## src/rtl/timer_seq_pkg.sv

```systemverilog
// Shared types and constants for the timer_seq bus sequencer.
package timer_seq_pkg;

  typedef enum logic [2:0] {
    IDLE     = 3'd0,
    W_SETUP  = 3'd1,
    W_STROBE = 3'd2,
    R_SETUP  = 3'd3,
    R_STROBE = 3'd4,
    FIN      = 3'd5
  } state_e;

  localparam logic [1:0] ADDR_SS = 2'b00;
  localparam logic [1:0] ADDR_T1 = 2'b01;
  localparam logic [1:0] ADDR_T2 = 2'b10;

  // Index of the final write in the start list.
  localparam logic [1:0] START_LAST_IDX = 2'd3;

  typedef struct packed {
    logic [1:0] addr;
    logic [7:0] data;
  } step_t;

endpackage

```

## src/rtl/timer_seq.sv

```systemverilog
// timer_seq: drives the configure/start and stop write sequences onto an external timer bus.
// Defining TIMER_SEQ_VERIFY_EN adds a readback of timer1/timer2 after a start sequence.
module timer_seq
  import timer_seq_pkg::*;
#(
  parameter logic       SEL_VAL  = 1'b0,
  parameter logic [7:0] CLR_CODE = 8'h80,
  parameter logic [7:0] RUN_CODE = 8'h01
) (
  input  logic       clk,
  input  logic       rst_n,
  input  logic       start_req,
  input  logic       stop_req,
  input  logic [7:0] cfg_t1,
  input  logic [7:0] cfg_t2,
  output logic       sel,
  output logic       write,
  output logic       read,
  output logic [1:0] addr,
  output logic [7:0] wdata,
  input  logic [7:0] rdata,
  output logic       busy,
  output logic       done,
  output logic       err
);

  state_e     state_q, state_d;
  logic [1:0] idx_q, idx_d;
  logic       stop_q, stop_d;
  logic [7:0] t1_q, t1_d;
  logic [7:0] t2_q, t2_d;
  logic       rd_idx_q, rd_idx_d;
  logic       err_q, err_d;

  logic       sel_q;
  logic       write_q, write_d;
  logic       read_q, read_d;
  logic [1:0] addr_q, addr_d;
  logic [7:0] wdata_q, wdata_d;
  logic       busy_q, busy_d;
  logic       done_q, done_d;
  step_t      step_s;

`ifndef TIMER_SEQ_VERIFY_EN
  logic unused_rdata_s;
  assign unused_rdata_s = ^rdata;
`endif

  function automatic step_t step_at(input logic is_stop, input logic [1:0] idx,
                                    input logic [7:0] t1, input logic [7:0] t2);
    step_t s;
    if (is_stop) begin
      s = '{addr: ADDR_SS, data: 8'h00};
    end else begin
      case (idx)
        2'd0:    s = '{addr: ADDR_SS, data: CLR_CODE};
        2'd1:    s = '{addr: ADDR_T1, data: t1};
        2'd2:    s = '{addr: ADDR_T2, data: t2};
        default: s = '{addr: ADDR_SS, data: RUN_CODE};
      endcase
    end
    return s;
  endfunction

  // Next-state logic: request arbitration, write stepping and optional readback
  always_comb begin
    state_d  = state_q;
    idx_d    = idx_q;
    stop_d   = stop_q;
    t1_d     = t1_q;
    t2_d     = t2_q;
    rd_idx_d = rd_idx_q;
`ifdef TIMER_SEQ_VERIFY_EN
    err_d    = err_q;
`else
    err_d    = 1'b0;
`endif
    case (state_q)
      IDLE: begin
        if (stop_req) begin
          state_d = W_SETUP;
          idx_d   = 2'd0;
          stop_d  = 1'b1;
        end else if (start_req) begin
          state_d = W_SETUP;
          idx_d   = 2'd0;
          stop_d  = 1'b0;
          t1_d    = cfg_t1;
          t2_d    = cfg_t2;
        end else begin
          state_d = IDLE;
        end
      end
      W_SETUP: state_d = W_STROBE;
      W_STROBE: begin
        if (stop_q || (idx_q == START_LAST_IDX)) begin
`ifdef TIMER_SEQ_VERIFY_EN
          if (stop_q) begin
            state_d = FIN;
          end else begin
            state_d  = R_SETUP;
            rd_idx_d = 1'b0;
          end
`else
          state_d = FIN;
`endif
        end else begin
          idx_d   = idx_q + 2'd1;
          state_d = W_SETUP;
        end
      end
      R_SETUP: state_d = R_STROBE;
      R_STROBE: begin
`ifdef TIMER_SEQ_VERIFY_EN
        if (rdata != (rd_idx_q ? t2_q : t1_q)) begin
          err_d = 1'b1;
        end else begin
          err_d = err_q;
        end
`endif
        if (rd_idx_q) begin
          state_d = FIN;
        end else begin
          rd_idx_d = 1'b1;
          state_d  = R_SETUP;
        end
      end
      FIN:     state_d = IDLE;
      default: state_d = IDLE;
    endcase
  end

  // Bus output decode from the next state so the outputs can be registered
  always_comb begin
    step_s  = step_at(stop_d, idx_d, t1_d, t2_d);
    write_d = 1'b0;
    read_d  = 1'b0;
    addr_d  = ADDR_SS;
    wdata_d = 8'h00;
    busy_d  = (state_d != IDLE);
    done_d  = (state_d == FIN);
    case (state_d)
      W_SETUP: begin
        addr_d  = step_s.addr;
        wdata_d = step_s.data;
      end
      W_STROBE: begin
        addr_d  = step_s.addr;
        wdata_d = step_s.data;
        write_d = 1'b1;
      end
      R_SETUP: addr_d = rd_idx_d ? ADDR_T2 : ADDR_T1;
      R_STROBE: begin
        addr_d = rd_idx_d ? ADDR_T2 : ADDR_T1;
`ifdef TIMER_SEQ_VERIFY_EN
        read_d = 1'b1;
`endif
      end
      default: begin
        addr_d  = ADDR_SS;
        wdata_d = 8'h00;
      end
    endcase
  end

  // Sequence state and captured configuration
  always_ff @(posedge clk or negedge rst_n) begin
    if (!rst_n) begin
      state_q  <= IDLE;
      idx_q    <= 2'd0;
      stop_q   <= 1'b0;
      t1_q     <= 8'h00;
      t2_q     <= 8'h00;
      rd_idx_q <= 1'b0;
      err_q    <= 1'b0;
    end else begin
      state_q  <= state_d;
      idx_q    <= idx_d;
      stop_q   <= stop_d;
      t1_q     <= t1_d;
      t2_q     <= t2_d;
      rd_idx_q <= rd_idx_d;
      err_q    <= err_d;
    end
  end

  // Registered bus and status outputs
  always_ff @(posedge clk or negedge rst_n) begin
    if (!rst_n) begin
      sel_q   <= 1'b0;
      write_q <= 1'b0;
      read_q  <= 1'b0;
      addr_q  <= 2'b00;
      wdata_q <= 8'h00;
      busy_q  <= 1'b0;
      done_q  <= 1'b0;
    end else begin
      sel_q   <= SEL_VAL;
      write_q <= write_d;
      read_q  <= read_d;
      addr_q  <= addr_d;
      wdata_q <= wdata_d;
      busy_q  <= busy_d;
      done_q  <= done_d;
    end
  end

  assign sel   = sel_q;
  assign write = write_q;
  assign read  = read_q;
  assign addr  = addr_q;
  assign wdata = wdata_q;
  assign busy  = busy_q;
  assign done  = done_q;
  assign err   = err_q;

endmodule
```

## config.mk

```make
export PLATFORM = sky130hd
export DESIGN_NAME = timer_seq
export DESIGN_NICKNAME = d
export VERILOG_FILES = /design/src/rtl/timer_seq_pkg.sv /design/src/rtl/timer_seq.sv
export SDC_FILE = /design/constraint.sdc
export NUM_CORES = 1
export LEC_CHECK = 0
export BUFFER_PORTS_ARGS = -buffer_cell sky130_fd_sc_hd__buf_2
export CORE_UTILIZATION = 45
export CTS_BUF_LIST = sky130_fd_sc_hd__clkbuf_2 sky130_fd_sc_hd__clkbuf_4 sky130_fd_sc_hd__clkbuf_8
export DETAILED_ROUTE_END_ITERATION = 8
export GPL_ROUTABILITY_DRIVEN = 0
export PLACE_DENSITY = 0.7
export RECOVER_POWER = 25
export SKIP_CTS_REPAIR_TIMING = 1
export SLEW_MARGIN = 0
export SYNTH_ARGS = -nofsm -noshare
export SYNTH_HDL_FRONTEND = slang
export SYNTH_SLANG_ARGS = --single-unit
```

## constraint.sdc

```tcl
create_clock -name clk -period 3.1 [get_ports clk]
set_input_delay 0.62 -clock clk [delete_from_list [all_inputs] [get_ports clk]]
set_output_delay 0.62 -clock clk [all_outputs]
set_load 0.03 [all_outputs]
```

# Word-level counts from Yosys, hierarchy flattened
# Index checks and enable logic that the tools add are counted.
# word_totals
reg_bits,36
latch_bits,0
mem_bits_rw,0
romBits,0
inputBits,28
output_inout_bits,16
n_memories,0
# op_classes
add_sub_neg,1
mul,0
n_div,0
order_cmp,0
n_eq_ne,12
shift,0
muxes,25
bitwise_logic,0
reduce_logical,6
# ops
op,n
$mux W8,7
$pmux W10 S3,1
$pmux W3 S5,1
$eq A3 B2 Y1 const B,4
$mux W10,1
$eq A3 B3 Y1 const B,3
$mux W2,4
$pmux W2 S2,2
$mux W1,7
$eq A3 B1 Y1 const B,2
$mux W3,2
$eq A2 B2 Y1 const B,2
$reduce_or A2 Y1,2
$logic_not A3 Y1,1
$reduce_bool A3 Y1,1
$add A2 B1 Y2 const B,1
$eq A2 B1 Y1 const B,1
$logic_not A2 Y1,1
$logic_or A1 B1 Y1,1

# Depth between registers and ports, before layout
# depth
depth_word,8
depth_mapped,8
mapped_depth_nobuf,7

# Worst setup path before layout
# OpenSTA, ideal clock, no wires.
# synth_timing
path_type,input-to-reg
from,input port start_req
to,register wdata_q[1] (netlist: wdata[1])
setup_ns,0.095
arrival_time_ns,2.418
slack_ns,0.586
stages,6
path_buffers,1
path_cell_list,or4b_4 a22o_2 or4_1 clkbuf_2 or4b_1 o31ai_1
# synth_between
elab_cells_between_ends,24
# synth_lines
item,line,source
"start, declared",timer_seq.sv:12,"input logic start_req,"
$mux W1,timer_seq.sv:84,end else if (start_req) begin
$mux W1,timer_seq.sv:80,if (stop_req) begin
$mux W1,timer_seq.sv:78,case (state_q)
via stop_d,timer_seq.sv:29,"logic stop_q, stop_d;"
$mux W10,timer_seq.sv:52,if (is_stop) begin
$mux W8,timer_seq.sv:142,case (state_d)
via wdata_d[1],timer_seq.sv:39,"logic [7:0] wdata_q, wdata_d;"
"end signal, assigned",timer_seq.sv:202,wdata_q <= wdata_d;
"end, declared",timer_seq.sv:39,
# The timed path passes the listed nets, and every way through them passes these cells.

# Worst setup path after layout
# layout_timing
from,register state_q[2]
to,register wdata_q[4] (netlist: wdata[4])
# layout_between
elab_cells_between_ends,19
# layout_lines
item,line,source
"start, declared",timer_seq.sv:27,"state_e state_q, state_d;"
"start signal, assigned",timer_seq.sv:177,state_q <= state_d;
$logic_not A3 Y1,timer_seq.sv:78,
$mux W1,timer_seq.sv:78,
via stop_d,timer_seq.sv:29,
$mux W10,timer_seq.sv:52,
$mux W8,timer_seq.sv:142,
via wdata_d[4],timer_seq.sv:39,
# The timed path passes the listed nets, and every way through them passes these cells.

==> impl_metrics.tcl <==
set metrics [dict create \
    status "complete, but fails checks" \
    violations "capacitance limit, slew limit" \
    finalSetupViolCount 0 \
    vias_per_cell 5.09 \
    worstSkewPairLatency_ns 0.34 \
    whs_ns 0.493 \
    pwr_density_cell_nw_per_um2 948 \
    synthCells 133 \
    worstPathRequired_ns 3.33 \
    clk_pin_slew_worst_paths_ns 0.11 \
    cts-root-buf "clkbuf_4" \
    core-area_sq_um 3360 \
    critical_path.startpoint_type "register" \
    p_sw_uw 673 \
    dieArea_sq_um 3800 \
    cts_tree "done" \
    slew_headroom_pct -26.4 \
    grt_pass1_vias 1065 \
    yosys.area.top_type_share_pct 56.2 \
    drcViolationCount 0 \
    drt-pass1-iter-count 4 \
    comb_power_share_pct 42.2 \
    port_buffers 32 \
    synth-seq-cells 36 \
    grt_overflow 0 \
    seq_area_frac_synth_pct 56.2 \
    die_height_microns 61.7 \
    grt_start_max_net_pins 37 \
    setup_tns_ns 0 \
    p_leak_nw 0.887 \
    clock_tree.buffer_depth 2 \
    hold_path.class "reg2reg" \
    dp_worst_setup_slack_ns 0.307 \
    cts_buffers 5 \
    hold_violations 0 \
    setup_slack_ns 0.408 \
    num_vias 1094 \
    ys_warn_count 0 \
    power_frac_seq_pct 42.0 \
    fin_nets 197 \
    areaGrowthSynthToFinish_pct 14.9 \
    drive_gt1_share_pct 36.7 \
    grt_usage_pct 16.9 \
    rows 21 \
    fillers 337 \
    worstMarginPinSlew_ns 1.90 \
    synth_cell_types 36 \
    wl_per_cell_microns 13.3 \
    netlist_area_sq_um 1600 \
    finalCriticalPeriod_ns 2.69 \
    sw_frac_of_total_pct 38.6 \
    n_antenna_cell 0 \
    syn_avg_cell_area_sq_um 12.1 \
    max_freq_ghz 0.371 \
    routed_wl_mm 2.86 \
    cts_sinks 36 \
    die_w_microns 61.7 \
    p_clk_share_pct 15.7 \
    antenna_found_initial 0 \
    power_mw 1.75 \
    start_util_pct 47.7 \
    synthArstFlopShare_pct 100 \
    synth_edf_count 0 \
    crit_fanout 17 \
    dpl.hpwl_mm 1.89 \
    synth.largest_area_cell "dfrtp_1" \
    drv_slew 37 \
    crit_path_end_kind "register" \
    drtIter0Drc 28 \
    synthFlopType "dfrtp_1" \
    grt_setup_unrepaired "false" \
    crit_type "reg2reg" \
    io_pins 44 \
    htreeDepth 2 \
    vdd_drop_max_mv 0.375 \
    max_cap_viol_count 1 \
    internal-power_mw 1.07 \
    arrival_ns 2.92 \
    ant_nets 0 \
    synthTopCellsByArea "dfrtp_1 56%, mux2_2 7.0%, mux2i_1 4.4%" \
    yosysMostFrequentCell "dfrtp_1" \
    skew_ns 0.0158 \
    finalCritPeriodShare_pct 86.8 \
    grt_pass1_wl_mm 4.63 \
    synth_common_cells "36 x dfrtp_1, 10 x mux2_2, 8 x nand2_1, 7 x mux2i_1, 7 x o31ai_1" \
]
[power by group through the flow]
| stage | Sequential (mW) | Clock (mW) | Combinational [mW] |
|---|---|---|---|
| 2_1_floorplan | 0.819 | 0 | 0.503 |
| 3_3_place_gp | 0.734 | 0 | 0.720 |
| 3_5_place_dp | 0.743 | 0 | 0.743 |
| 4_1_cts | 0.735 | 0.286 | 0.744 |
| 5_1_grt | 0.757 | 0.298 | 0.814 |
| 6_report | 0.733 | 0.275 | 0.737 |
[stage by stage]
step / utilization (%) / cell area, sq um / cells
floorplan: - / 1610 / 135
global placement: 52.8 / 1780 / 207
detailed placement: 52.8 / 1780 / 207
CTS: 54.8 / 1840 / 215
global route: 54.8 / 1840 / 215
finish: 54.8 / 1840 / 215
[critical path, cell delays in order, from the launching register on]
cell and delay, ns:
dfrtp_1 0.52, or4b_4 0.57, a22o_2 0.23, or4_1 0.49, buf_4 0.21, or4b_1 0.48
o31ai_1 0.09
[logic make-up after synthesis]
family | share of synthesized area (%)
flops | 56.2
buf+inv | 7.18
mux | 11.4
other cells | 0.234
simple gates | 15.4
fa+ha+maj | 0.781
compound gates | 8.82
[flip-flops by register name, summed over array words and instances, names as in the netlist]
register	cells
t2_q	8
idx_q	2
t1_q	8
wdata	8
addr	2
state_q	3
done	1
write	1
rd_idx_q	1
stop_q	1
busy	1
[metal layers]
layer  track usage [%]  vias to the layer above  share of wire (%)
met5                 0                        -                  0
met4              7.62                        0                1.1
met3              4.20                        4                3.8
met2              26.9                       22                 49
met1              22.0                      534                 46
li1                  -                      534                  -
[area by class of cell]
class                   count  area (sq um)  share of cell area (%)
clock buffers               7          58.8                    3.19
clock inverters             1          7.51                   0.408
repair buffers             37           196                    10.7
well taps                  46          57.6                    3.12
inverters                   7          26.3                    1.43
multi-input cells          81           594                    32.3
flip-flops and latches     36           901                    48.9
[layout by cell type (no fill, tap or decap), types with 3 or more instances in the layout]
| master | synthesis | routed |
|---|---|---|
| a21oi_1 | 3 | 3 |
| nor3_1 | 4 | 4 |
| conb_1 | 1 | 3 |
| o31ai_1 | 7 | 7 |
| o21ai_0 | 3 | 3 |
| or4b_1 | 6 | 6 |
| dfrtp_1 | 36 | 36 |
| mux2_2 | 10 | 10 |
| clkbuf_4 | 0 | 6 |
| nor2_1 | 5 | 5 |
| inv_1 | 6 | 6 |
| nand2_1 | 8 | 8 |
| buf_4 | 4 | 5 |
| buf_2 | 2 | 31 |
| mux2i_1 | 7 | 7 |
| or2_2 | 3 | 3 |
[path summary, 6_finish.rpt]
path	start	slack, ns	end	cells after the start
max	state_q[2]	0.41	wdata[4]	6
max reg2reg	state_q[2]	0.41	wdata[4]	6
max in group asynchronous	rst_n	1.21	stop_q	1
min in group asynchronous	rst_n	0.79	t2_q[7]	1
min reg2reg	t1_q[2]	0.49	t1_q[2]	2
min	t1_q[2]	0.49	t1_q[2]	2
Note: power is estimated with default switching activity, not from simulation.
